===== config.mk =====
export PLATFORM = sky130hd
export DESIGN_NAME = sp_instr_expander
export DESIGN_NICKNAME = d
export VERILOG_FILES = /design/src/rtl/sp_instr_expander.sv
export SDC_FILE = /design/constraint.sdc
export NUM_CORES = 1
export LEC_CHECK = 0
export BUFFER_PORTS_ARGS = -buffer_cell sky130_fd_sc_hd__buf_2
export CORE_MARGIN = 1.5
export CORE_UTILIZATION = 42
export CTS_CLUSTER_DIAMETER = 120
export DETAILED_ROUTE_END_ITERATION = 12
export PLACE_DENSITY = 0.77
export SKIP_LAST_GASP = 1
export SYNTH_ARGS = -nofsm -noshare
export SYNTH_HDL_FRONTEND = slang
export SYNTH_SLANG_ARGS = --single-unit
export TNS_END_PERCENT = 100

===== constraint.sdc =====
create_clock -name CLK -period 2.71 [get_ports CLK]
set_input_delay 0.4065 -clock CLK [delete_from_list [all_inputs] [get_ports CLK]]
set_output_delay 0.4065 -clock CLK [all_outputs]
set_load 0.01 [all_outputs]

===== src/rtl/sp_instr_expander.sv =====
// Scratchpad front-end: expands load/store/gemm instructions into row requests.
// Optional SP_ADDR_ALIGN_CHECK_EN rejects load/store bases not 8-byte aligned.
module sp_instr_expander #(
    parameter int WORD_W  = 32,
    parameter int MAT_S_W = 4,
    parameter int ROW_S_W = 2,
    parameter int STRIDE  = 8
) (
    input  logic               CLK,
    input  logic               RST,
    input  logic               instr_valid,
    output logic               instr_ready,
    input  logic [1:0]         instr_opcode,
    input  logic [MAT_S_W-1:0] instr_mat,
    input  logic [WORD_W-1:0]  instr_word,
    output logic               lreq_valid,
    input  logic               lreq_ready,
    output logic [WORD_W-1:0]  lreq_addr,
    output logic [MAT_S_W-1:0] lreq_mat_s,
    output logic [ROW_S_W-1:0] lreq_row_s,
    output logic               rreq_valid,
    input  logic               rreq_ready,
    output logic [WORD_W-1:0]  rreq_addr,
    output logic [1:0]         rreq_mat_t,
    output logic [MAT_S_W-1:0] rreq_mat_s,
    output logic [ROW_S_W-1:0] rreq_row_s,
    output logic               gcmd_valid,
    input  logic               gcmd_ready,
    output logic               gcmd_new_weight,
    output logic [3:0]         gcmd_dest,
`ifdef SP_ADDR_ALIGN_CHECK_EN
    output logic               err_misaligned,
`endif
    output logic               busy
);

    typedef enum logic [2:0] {
        IDLE,
        LOAD,
        STORE,
        GEMM_RD,
        GEMM_CMD
    } state_t;

    state_t               state_q, state_n;
    logic [ROW_S_W-1:0]   row_q, row_n;
    logic [1:0]           type_q, type_n;
    logic [MAT_S_W-1:0]   mat_q;
    logic [WORD_W-1:0]    word_q;
    logic [WORD_W-1:0]    row_addr;
    logic [MAT_S_W-1:0]   sel_mat;
    logic                 accept;
    logic                 bad_align;

    assign instr_ready = (state_q == IDLE) && !RST;
    assign busy        = (state_q != IDLE);
    assign accept      = instr_valid && instr_ready;
    assign row_addr    = word_q + WORD_W'(row_q) * WORD_W'(STRIDE);

`ifdef SP_ADDR_ALIGN_CHECK_EN
    logic err_q;
    assign err_misaligned = err_q;
    assign bad_align = (instr_opcode == 2'b01 || instr_opcode == 2'b10)
                       && (instr_word[2:0] != 3'b000);
`else
    assign bad_align = 1'b0;
`endif

    // Operand matrix for the current gemm read type, from the gemm select
    always_comb begin
        sel_mat = '0;
        unique case (type_q)
            2'b01:   sel_mat = word_q[3:0];
            2'b10:   sel_mat = word_q[7:4];
            2'b11:   sel_mat = word_q[11:8];
            default: sel_mat = '0;
        endcase
    end

    always_comb begin
        state_n         = state_q;
        row_n           = row_q;
        type_n          = type_q;
        lreq_valid      = 1'b0;
        lreq_addr       = '0;
        lreq_mat_s      = '0;
        lreq_row_s      = '0;
        rreq_valid      = 1'b0;
        rreq_addr       = '0;
        rreq_mat_t      = '0;
        rreq_mat_s      = '0;
        rreq_row_s      = '0;
        gcmd_valid      = 1'b0;
        gcmd_new_weight = 1'b0;
        gcmd_dest       = '0;
        unique case (state_q)
            IDLE: begin
                if (accept && !bad_align) begin
                    row_n = '0;
                    unique case (1'b1)
                        instr_opcode == 2'b01: state_n = LOAD;
                        instr_opcode == 2'b10: state_n = STORE;
                        instr_opcode == 2'b11: begin
                            state_n = GEMM_RD;
                            type_n  = instr_mat[3] ? 2'b01 : 2'b10;
                        end
                        default: state_n = IDLE;
                    endcase
                end
            end
            LOAD: begin
                lreq_valid = 1'b1;
                lreq_addr  = row_addr;
                lreq_mat_s = mat_q;
                lreq_row_s = row_q;
                if (lreq_ready) begin
                    row_n = row_q + 1'b1;
                    if (&row_q) state_n = IDLE;
                end
            end
            STORE: begin
                rreq_valid = 1'b1;
                rreq_addr  = row_addr;
                rreq_mat_t = 2'b00;
                rreq_mat_s = mat_q;
                rreq_row_s = row_q;
                if (rreq_ready) begin
                    row_n = row_q + 1'b1;
                    if (&row_q) state_n = IDLE;
                end
            end
            GEMM_RD: begin
                rreq_valid = 1'b1;
                rreq_mat_t = type_q;
                rreq_mat_s = sel_mat;
                rreq_row_s = row_q;
                if (rreq_ready) begin
                    row_n = row_q + 1'b1;
                    if (&row_q) begin
                        if (type_q == 2'b11) state_n = GEMM_CMD;
                        else type_n = type_q + 1'b1;
                    end
                end
            end
            GEMM_CMD: begin
                gcmd_valid      = 1'b1;
                gcmd_new_weight = mat_q[MAT_S_W-1];
                gcmd_dest       = word_q[15:12];
                if (gcmd_ready) state_n = IDLE;
            end
            default: state_n = IDLE;
        endcase
    end

    always_ff @(posedge CLK) begin
        if (RST) begin
            state_q <= IDLE;
            row_q   <= '0;
            type_q  <= '0;
            mat_q   <= '0;
            word_q  <= '0;
        end else begin
            state_q <= state_n;
            row_q   <= row_n;
            type_q  <= type_n;
            if (accept) begin
                mat_q  <= instr_mat;
                word_q <= instr_word;
            end
        end
    end

`ifdef SP_ADDR_ALIGN_CHECK_EN
    always_ff @(posedge CLK) begin
        if (RST) err_q <= 1'b0;
        else     err_q <= accept && bad_align;
    end
`endif

endmodule


==> flow_summary_export.csv <==
group,metric,value,unit
critical_path,critical-path-slowest-cell,"or4_1",
synth,synth_area_leader_cell,"dfxtp_1",
die,core,7330,sq um
global_routing,grt_pass1_wl,15900,microns
synth,syn_area_per_cell,7.36,sq um
synth,synth_cell_type_count,45,
synth,synth_top_area_share,26.8,%
global_routing,grt_max_degree,44,
drt,wire_per_inst,14.8,microns
synth,syn_nets,489,
die,rows,31,
synth,synthCells,436,
drt,drt_iter0_drc,212,
drt,viasPerCell,5.33,
clocking,cts_tree,"yes",
power,power_density,338,nW/um^2
critical_path,cp_slowest_stage_delay,0.48,ns
sta,max_freq,0.377,GHz
hold_path,hold_path_class,"primary input to flip-flop",
synth,yosysSeqAreaShare,26.8,%
global_routing,grtUsageTotal,23.4,%
drt,drc,0,
power,power.leakage,2.03,nW
clocking,cts_root_buf,"clkbuf_8",
finish,syn_to_final_growth,33.4,%
sta,skew,0.00322,ns
run_status,status,"finished clean",
sta,tns,0,ns
drt,ant_nets,0,
finish,fillers,684,
finish,utilization,58.4,%
finish,drive_above_1_share,36.8,%
sta,slew_headroom,64.3,%
die,start_util,43.8,%
placed_design,routabilityCongestion,0.834,
power,peakVddDrop,0.212,mV
finish,fin_area,4280,sq um
placed_design,io_buffers,131,
drt,dr.pass1.iters,5,
finish,diodes,0,
clocking,cts-htree-levels,2,
die,io-pin-count,132,
critical_path,cp_cell_sequence,"ha_2 -> fa_2 -> and3_4 -> nand2_2 -> or4_1 -> a21oi_1 -> buf_2",
critical_path,worstSetupEndpointType,"primary output",
global_routing,grt_pass1_vias,3328,
placed_design,hpwlAfterDp,7290,microns
clocking,cts_buffers,5,
drt,vias,3589,
sta,rsz0062_at_grt,"true",
critical_path,criticalPathCategory,"flip-flop to primary output",
clocking,cts.path.max_buffers,2,
sta,worst_pin_slew,0.534,ns
die,die_w,90.4,microns
flow_run,maxCapViolCount,0,
critical_path,startpoint_type,"flip-flop",
sta,maxSlewViolCount,0,
sta,fin_hold_ws,0.291,ns
critical_path,crit_fanout,11,
sta,setup_violations,0,
synth,yosysWarnings,0,
clocking,cts.sinks,43,
clocking,clk_pin_slew,0.09,ns
critical_path,required,2.30,ns
clocking,clock_latency,0.29,ns
global_routing,antenna_found_initial,0,
sta,finalHoldViolCount,0,
placed_design,postPlaceCellArea,4040,sq um
global_routing,overflow,0,
die,fp.dieH,90.4,microns
sta,fin_crit_sh,98.0,%
sta,post-route-min-period,2.65,ns
critical_path,cp.arrival,2.25,ns
die,die_area,8180,sq um
synth,synthTopCellsByArea,"dfxtp_1 (27%), nand2_1 (11%), nand3b_1 (8.7%)",
finish,nNetsFinal,626,
synth,synth_area,3210,sq um
synth,ys_ff_latch,43,
drt,wirelength,9970,microns
[cell usage after synthesis (all sizes together)]
cell type / number
a21oi: 22
xor2: 4
a21o: 1
a22o: 2
nand2: 98
and3: 10
nor2b: 2
and2: 21
a21boi: 1
ha: 8
fa: 1
dfxtp: 43
and4: 3
clkbuf: 21
nor2: 36
a311oi: 1
a211oi: 2
nor4: 11
o21ai: 2
nand2b: 13
nand3b: 37
nor3: 1
or2: 10
xnor2: 7
nand3: 13
inv: 7
a222oi: 4
or4: 7
or3b: 1
nor4b: 1
or3: 3
a2bb2oi: 1
mux2i: 21
buf: 7
nand4: 4
nor3b: 1
o31ai: 9
[logic make-up (layout without fill, tap and decap cells)]
family | after synthesis | after routing | synth area share [%]
AO/OA/AOI/OAI | 45 | 45 | 9.12
XOR/XNOR | 11 | 11 | 3.00
adder cells (fa/ha/maj) | 9 | 9 | 3.74
buffers and inverters | 35 | 172 | 4.44
flip-flops | 43 | 43 | 26.8
multiplexers | 21 | 21 | 6.55
AND/OR/NAND/NOR | 272 | 273 | 46.3
[critical path, delay by kind of cell (launching register included)]
family | cells | cell delay (ns)
AND/OR/NAND/NOR | 3 | 0.87
adder cells (fa/ha/maj) | 2 | 0.42
flip-flops | 1 | 0.34
AO/OA/AOI/OAI | 1 | 0.17
buffers and inverters | 1 | 0.14
[per-stage QoR]
stage	setup slack, ns	total power [mW]	cells
global route	-0.0547	1.53	673
finish	0.0551	1.45	673
detailed placement	0.141	1.04	660
floorplan	0.261	0.910	436
CTS	-0.0500	1.44	668
global placement	0.184	1.03	660
[per-layer routing]
| metal | share of wire (%) | up-vias | global-route usage, % |
|---|---|---|---|
| li1 | - | 1784 | - |
| met1 | 43 | 1648 | 30.1 |
| met2 | 49 | 149 | 41.1 |
| met3 | 7.2 | 8 | 4.21 |
| met4 | 0.80 | 0 | 4.10 |
| met5 | 0 | - | 0 |
[cell usage in the layout, fill, tap and decap left out, types with 5 or more instances in the layout]
| cell | instances |
|---|---|
| a21oi_1 | 17 |
| a21oi_2 | 5 |
| and2_1 | 21 |
| and3_1 | 9 |
| buf_2 | 131 |
| buf_4 | 25 |
| clkbuf_8 | 5 |
| dfxtp_1 | 36 |
| dfxtp_2 | 7 |
| ha_1 | 7 |
| inv_1 | 7 |
| mux2i_1 | 21 |
| nand2_1 | 96 |
| nand2b_1 | 13 |
| nand3_1 | 10 |
| nand3b_1 | 37 |
| nor2_1 | 36 |
| nor4_2 | 5 |
| o31ai_1 | 8 |
| or2_2 | 10 |
| xnor2_1 | 7 |
[repair_timing]
item | CTS | global route
buffers inserted | 0 | 4
hold buffers | 0 | 0
pin swaps | 1 | 3
resized for setup | 1 | 28
endpoints found under the setup margin | 18 | 30
cloned | 0 | 1
[final timing paths]
| path | to | startpoint | depth (start not counted) | slack (ns) |
|---|---|---|---|---|
| worst max-delay path | rreq_addr[17] | word_q[3] | 7 | 0.06 |
| worst min-delay path | word_q[0] | instr_word[0] | 3 | 0.29 |
| worst max register to register | type_q[1] | state_q[0] | 5 | 0.89 |
| worst min register to register | mat_q[1] | mat_q[1] | 2 | 0.49 |
[final cells by class]
type	count	area, sq um	area share (%)
clock inverter	2	12.5	0.292
sequential	43	870	20.3
clock buffer	6	72.6	1.69
inverter	7	26.3	0.613
tap	99	124	2.89
timing repair buffer	157	855	19.9
multi-input combinational	359	2320	54.3
[power by group]
group          internal (mW)  switching (mW)  leakage (nW)
logic                  0.131           0.162          1.64
clock network          0.181           0.228        0.0412
registers              0.680          0.0649         0.356
[sequential cells by signal, indices dropped and copies added (netlist names)]
name	flops
word_q	32
mat_q	4
state_q	3
row_q	2
type_q	2
No activity file was read; power rests on OpenSTA's default activity.
